File: src/rtl/ntt_job_seq.sv
// ntt_job_seq: sequences one NTT/INTT job. It loads coefficient pairs into the
// core, captures the core's result pairs into a skid FIFO, and streams them out
// with out_last marking the final delivered pair of the job.
module ntt_job_seq #(
    parameter int FIFO_DEPTH = 8,
    parameter int NPAIRS     = 128
) (
    input  logic        clk,
    input  logic        rst,
    // job request
    input  logic        job_valid,
    input  logic        job_mode,
    output logic        job_ready,
    // coefficient pair input
    input  logic        in_valid,
    input  logic [15:0] in_data_a,
    input  logic [15:0] in_data_b,
    output logic        in_ready,
    // core drive
    output logic        core_start,
    output logic        core_mode,
    output logic        core_we,
    output logic [7:0]  core_addr_a,
    output logic [7:0]  core_addr_b,
    output logic [15:0] core_data_a,
    output logic [15:0] core_data_b,
    // core status / results
    input  logic        core_done,
    input  logic        core_wr_req,
    input  logic [15:0] core_out_a,
    input  logic [15:0] core_out_b,
    // result stream
    output logic        out_valid,
    input  logic        out_ready,
    output logic [15:0] out_data_a,
    output logic [15:0] out_data_b,
    output logic        out_last,
    // status
    output logic        busy,
    output logic        err_overflow
);

    localparam int CW  = $clog2(NPAIRS + 1);
    localparam int PW  = $clog2(FIFO_DEPTH);
    localparam int FCW = $clog2(FIFO_DEPTH + 1);
    localparam logic [CW-1:0]  NP     = CW'(NPAIRS);
    localparam logic [CW-1:0]  NP_M1  = CW'(NPAIRS - 1);
    localparam logic [FCW-1:0] F_FULL = FCW'(FIFO_DEPTH);

    typedef enum logic [1:0] {IDLE, LOAD, RUN, DRAIN} state_t;

    state_t state, state_nxt;

    logic [CW-1:0]  beat_cnt;     // beats accepted in LOAD, saturates at NPAIRS
    logic [CW-1:0]  cap_cnt;      // result pairs seen in RUN (stored or dropped)
    logic           done_seen;    // core_done observed earlier in this RUN
    logic           last_popped;  // out_last pair already left the FIFO

    logic [15:0]           mem_a [FIFO_DEPTH];
    logic [15:0]           mem_b [FIFO_DEPTH];
    logic [FIFO_DEPTH-1:0] mem_last;
    logic [PW-1:0]         wr_ptr, rd_ptr, tail_ptr;
    logic [FCW-1:0]        fcnt;

    logic accept_job, accept_beat;
    logic fifo_empty, fifo_full;
    logic pop, capture, cap_final, push, drop;

    // Handshakes, FIFO status and the push/pop/drop decisions.
    always_comb begin
        job_ready   = (state == IDLE);
        busy        = (state != IDLE);
        core_start  = (state == LOAD);
        in_ready    = (state == LOAD) && (beat_cnt != NP);
        accept_job  = job_valid && job_ready;
        accept_beat = in_valid && in_ready;
        fifo_empty  = (fcnt == '0);
        fifo_full   = (fcnt == F_FULL);
        out_valid   = ((state == RUN) || (state == DRAIN)) && !fifo_empty;
        pop         = out_valid && out_ready;
        capture     = (state == RUN) && core_wr_req && (cap_cnt != NP);
        cap_final   = capture && (cap_cnt == NP_M1);
        // a simultaneous pop frees the slot, so a full FIFO still accepts
        push        = capture && (!fifo_full || pop);
        drop        = capture && fifo_full && !pop;
        tail_ptr    = wr_ptr - PW'(1);
        out_data_a  = mem_a[rd_ptr];
        out_data_b  = mem_b[rd_ptr];
        out_last    = out_valid && mem_last[rd_ptr];
    end

    // Next-state logic for the job sequencer.
    always_comb begin
        state_nxt = state;
        case (state)
            IDLE:  if (accept_job) state_nxt = LOAD;
            // beat_cnt hits NPAIRS the cycle the final write is on the core bus
            LOAD:  if (beat_cnt == NP) state_nxt = RUN;
            // an early core_done is remembered; leave only once all pairs arrived
            RUN:   if ((core_done || done_seen) && (cap_cnt == NP)) state_nxt = DRAIN;
            DRAIN: if (last_popped || (pop && out_last)) state_nxt = IDLE;
            default: state_nxt = IDLE;
        endcase
    end

    // State, counters, status flags and the registered core write port.
    always_ff @(posedge clk or negedge rst) begin
        if (!rst) begin
            state        <= IDLE;
            beat_cnt     <= '0;
            cap_cnt      <= '0;
            done_seen    <= 1'b0;
            last_popped  <= 1'b0;
            err_overflow <= 1'b0;
            core_mode    <= 1'b0;
            core_we      <= 1'b0;
            core_addr_a  <= '0;
            core_addr_b  <= '0;
            core_data_a  <= '0;
            core_data_b  <= '0;
        end else begin
            state   <= state_nxt;
            core_we <= accept_beat;
            if (accept_job) begin
                core_mode    <= job_mode;
                beat_cnt     <= '0;
                cap_cnt      <= '0;
                done_seen    <= 1'b0;
                last_popped  <= 1'b0;
                err_overflow <= 1'b0;
            end
            // addresses hold across input gaps; only an accepted beat moves them
            if (accept_beat) begin
                core_addr_a <= 8'({beat_cnt, 1'b0});
                core_addr_b <= 8'({beat_cnt, 1'b1});
                core_data_a <= in_data_a;
                core_data_b <= in_data_b;
                beat_cnt    <= beat_cnt + CW'(1);
            end
            if (capture)                  cap_cnt      <= cap_cnt + CW'(1);
            if (drop)                     err_overflow <= 1'b1;
            if ((state == RUN) && core_done) done_seen <= 1'b1;
            if (pop && out_last)          last_popped  <= 1'b1;
        end
    end

    // FIFO pointers, occupancy and per-entry last tags.
    always_ff @(posedge clk or negedge rst) begin
        if (!rst) begin
            wr_ptr   <= '0;
            rd_ptr   <= '0;
            fcnt     <= '0;
            mem_last <= '0;
        end else if (accept_job) begin
            wr_ptr <= '0;
            rd_ptr <= '0;
            fcnt   <= '0;
        end else begin
            if (push) begin
                mem_last[wr_ptr] <= cap_final;
                wr_ptr           <= wr_ptr + PW'(1);
            end
            // final pair dropped: the newest stored pair becomes the job's last
            if (drop && cap_final) mem_last[tail_ptr] <= 1'b1;
            if (pop) rd_ptr <= rd_ptr + PW'(1);
            case ({push, pop})
                2'b10:   fcnt <= fcnt + FCW'(1);
                2'b01:   fcnt <= fcnt - FCW'(1);
                default: fcnt <= fcnt;
            endcase
        end
    end

    // FIFO data storage; contents need no reset since occupancy gates reads.
    always_ff @(posedge clk) begin
        if (push) begin
            mem_a[wr_ptr] <= core_out_a;
            mem_b[wr_ptr] <= core_out_b;
        end
    end

endmodule

File: config.mk
export PLATFORM = sky130hd
export DESIGN_NAME = ntt_job_seq
export DESIGN_NICKNAME = d
export VERILOG_FILES = /design/src/rtl/ntt_job_seq.sv
export SDC_FILE = /design/constraint.sdc
export NUM_CORES = 1
export LEC_CHECK = 0
export CAP_MARGIN = 20
export CORE_ASPECT_RATIO = 0.6
export CORE_MARGIN = 2
export CORE_UTILIZATION = 45
export DETAILED_ROUTE_END_ITERATION = 7
export GPL_TIMING_DRIVEN = 0
export PLACE_DENSITY_LB_ADDON = 0.15
export SLEW_MARGIN = 0
export SYNTH_ARGS = -nofsm -noshare
export SYNTH_HDL_FRONTEND = slang
export SYNTH_SLANG_ARGS = --single-unit
File: constraint.sdc
create_clock -name clk -period 5.21 [get_ports clk]
set_input_delay 1.042 -clock clk [delete_from_list [all_inputs] [get_ports clk]]
set_output_delay 1.042 -clock clk [all_outputs]
set_load 0.03 [all_outputs]
==> metrics.yaml <==
place_area_um2: 16000
viasPerCell: 5.29
dr.pass1.iters: 5
routedWlPerCell_um: 20.8
overflow: 0
drc_errors: 0
fp.dieW_um: 229
crit-reg2reg-capture: "mem_b[1][13]"
synth_edf_count: 256
final_common_cell: "edfxtp_1"
yosysSeqAreaShare: 0.711
cts_sinks: 337
power.switching_mw: 1.23
start_util: 0.457
cts_max_level: 2
yosysWarnings: 0
critPathCaptureType: "output port"
antenna_found_initial: 1
cts_tree: "done"
drv_slew: 0
ys_ff_latch: 337
tightestPinTransition_ns: 0.978
path_cells: "buf_1 -> clkbuf_1 -> mux4_2 -> mux2_2 -> clkdlybuf4s50_1"
hold_violations: 0
synth_top_flop_cell: "edfxtp_1"
regArea_um2: 9710
fin_worst_skew_ns: 0.0166
clockRootBuffer: "clkbuf_16"
cts_buffers: 34
maxCapViolCount: 0
post-route-period-util: 0.867
clkPwrFrac: 0.419
worstSetupPathType: "flip-flop to output port"
final_area_um2: 17100
stdcell_count: 1446
rows: 49
r2r_start: "state[0]"
max_freq_mhz: 221
setup_viol: 0
drive_gt1_frac: 0.216
syn2layout_area_growth_pct: 25.5
path_max_fanout: 10
grt_pass1_wl_um: 46000
detail-route-antenna-nets: 0
die_y_um: 139
vias: 7656
p_int_mw: 4.48
rsz0062_at_grt: "no"
hpwl_um: 19200
cts.reportedPaths.clkPinSlew_ns: 0.06
port-buffer-count: 159
fp.coreArea_um2: 29900
final_nets: 1100
multi_input_comb_area_um2: 3720
ctsHoldBuffers: 0
cp-start-kind: "flip-flop"
fp.dieArea_um2: 31800
track_usage: 0.189
layout.filler_cells: 2394
gp_congestion: 0.788
cp.arrival_ns: 3.48
power_frac_seq: 0.518
drt_iter0_drc: 582
drt_wl_total_um: 30000
swShare: 0.216
ctsResizeCount: 0
syn_nets: 890
grt_pass1_vias: 7650
clock_latency_ns: 0.52
postCtsSetupRepairBufs: 0
ioPinCount: 161
power_density_nw_per_um2: 334
irDropWorstVdd_uv: 317
combPwrFrac: 0.062
async_flop_share: 0.240
relSlewSlack: 0.344
clock_path_buffers: 3
regToRegSetupSlack_ns: 1.31
rr_worst_depth: 10
cp.required_ns: 4.17
syn_area_um2: 13700
min_path_type: "input pin to async pin"
dp_cells: 1385
avgSynthCellArea_um2: 17.0
synthDistinctLibCells: 59
cp_slowest_stage_delay_ns: 0.69
final_cell_mix: "edfxtp_1 (256), clkdlybuf4s50_1 (158), nand2_1 (134), dfrtp_1 (81), mux4_2 (66)"
p_leak_nw: 6.07
slowest_stage: "clkbuf_1"
grt_max_degree: 53
syn_inst: 804
outcome: "finished, final reports clean"
period_needed_ns: 4.52
[cells by family after synthesis]
family | share of synthesized area
xor gates and xnor gates | 0.00641
other | 0.000275
AOI/OAI and AO/OA | 0.0352
and+or+nand+nor | 0.0703
adders and majority gates | 0.0128
muxes | 0.143
DFF | 0.711
buffers and inverters | 0.0206
[cell type report]
class / count / share of cell area
diodes: 1 / 0.000146
plain buffers: 45 / 0.0138
clock buffers: 38 / 0.0523
clock inverters: 21 / 0.0109
inverters: 12 / 0.00263
multi-input cells: 410 / 0.217
flip-flops and latches: 337 / 0.567
well taps: 408 / 0.0298
repair buffers: 174 / 0.107
[registers in the layout (all words and copies together), names as in the netlist, 8 cells and up]
signal       count
cap_cnt          8
beat_cnt         8
core_addr_b      8
mem_a          128
core_data_b     16
mem_last         8
core_data_a     16
mem_b          128
[per-layer routing]
metal | track usage | vias up | routed length [µm]
li1 | - | 3484 | -
met1 | 0.289 | 3964 | 14600
met2 | 0.283 | 170 | 13500
met3 | 0.0372 | 38 | 1480
met4 | 0.0441 | 0 | 432
met5 | 0 | - | 0
[how the worst max path moves through the flow]
stage	startpoint	end	depth (start not counted)
after detailed placement	core_wr_req	mem_b[1][13]	9
final	rd_ptr[1]	out_data_b[12]	5
after CTS	rd_ptr[1]	out_data_b[9]	5
after floorplan	core_wr_req	mem_a[1][0]	5
after global routing	rd_ptr[1]	out_data_b[10]	5
after global placement	core_wr_req	mem_last[0]	7
[through the flow]
stage / total power [mW] / setup WS [ns] / setup TNS [ns] / utilization / hold WS, ns
detailed placement: 3.38 / 0.695 / 0 / 0.536 / 0.460
global placement: 3.37 / -2.29 / -245.62 / 0.527 / 0.459
global route: 5.91 / 0.556 / 0 / 0.573 / 0.475
finish: 5.72 / 0.693 / 0 / 0.573 / 0.459
CTS: 5.79 / 0.634 / 0 / 0.572 / 0.451
floorplan: 3.18 / 0.667 / 0 / - / 0.449
[cell usage after synthesis, types with 5 or more instances]
cell type | n | share of area
a21oi_1 | 5 | 0.0018
and3_1 | 8 | 0.0037
buf_2 | 11 | 0.0040
buf_4 | 12 | 0.0066
clkbuf_1 | 18 | 0.0049
dfrtp_1 | 81 | 0.15
edfxtp_1 | 256 | 0.56
ha_1 | 14 | 0.013
inv_1 | 11 | 0.0030
mux2_2 | 37 | 0.031
mux4_2 | 66 | 0.11
nand2_1 | 134 | 0.037
nand3_1 | 9 | 0.0033
nor2_1 | 30 | 0.0082
nor3_1 | 6 | 0.0022
o21ai_0 | 31 | 0.011
o31ai_1 | 5 | 0.0027
xor2_1 | 7 | 0.0045
[power by group through the flow]
| stage | Sequential (mW) | Combinational [mW] | Clock, mW |
|---|---|---|---|
| final | 2.96 | 0.356 | 2.40 |
| after floorplan | 3.08 | 0.100 | 0 |
| after global routing | 2.97 | 0.380 | 2.57 |
| after global placement | 3.02 | 0.355 | 0 |
| after detailed placement | 3.02 | 0.358 | 0 |
| after CTS | 2.96 | 0.359 | 2.46 |
[worst max-delay path: cells and delay by family (launching register included)]
| family | cells | cell delay, ns |
|---|---|---|
| buf+inv | 3 | 1.78 |
| flops | 1 | 0.44 |
| mux | 2 | 0.72 |
Power figures use the tool's default switching activity.
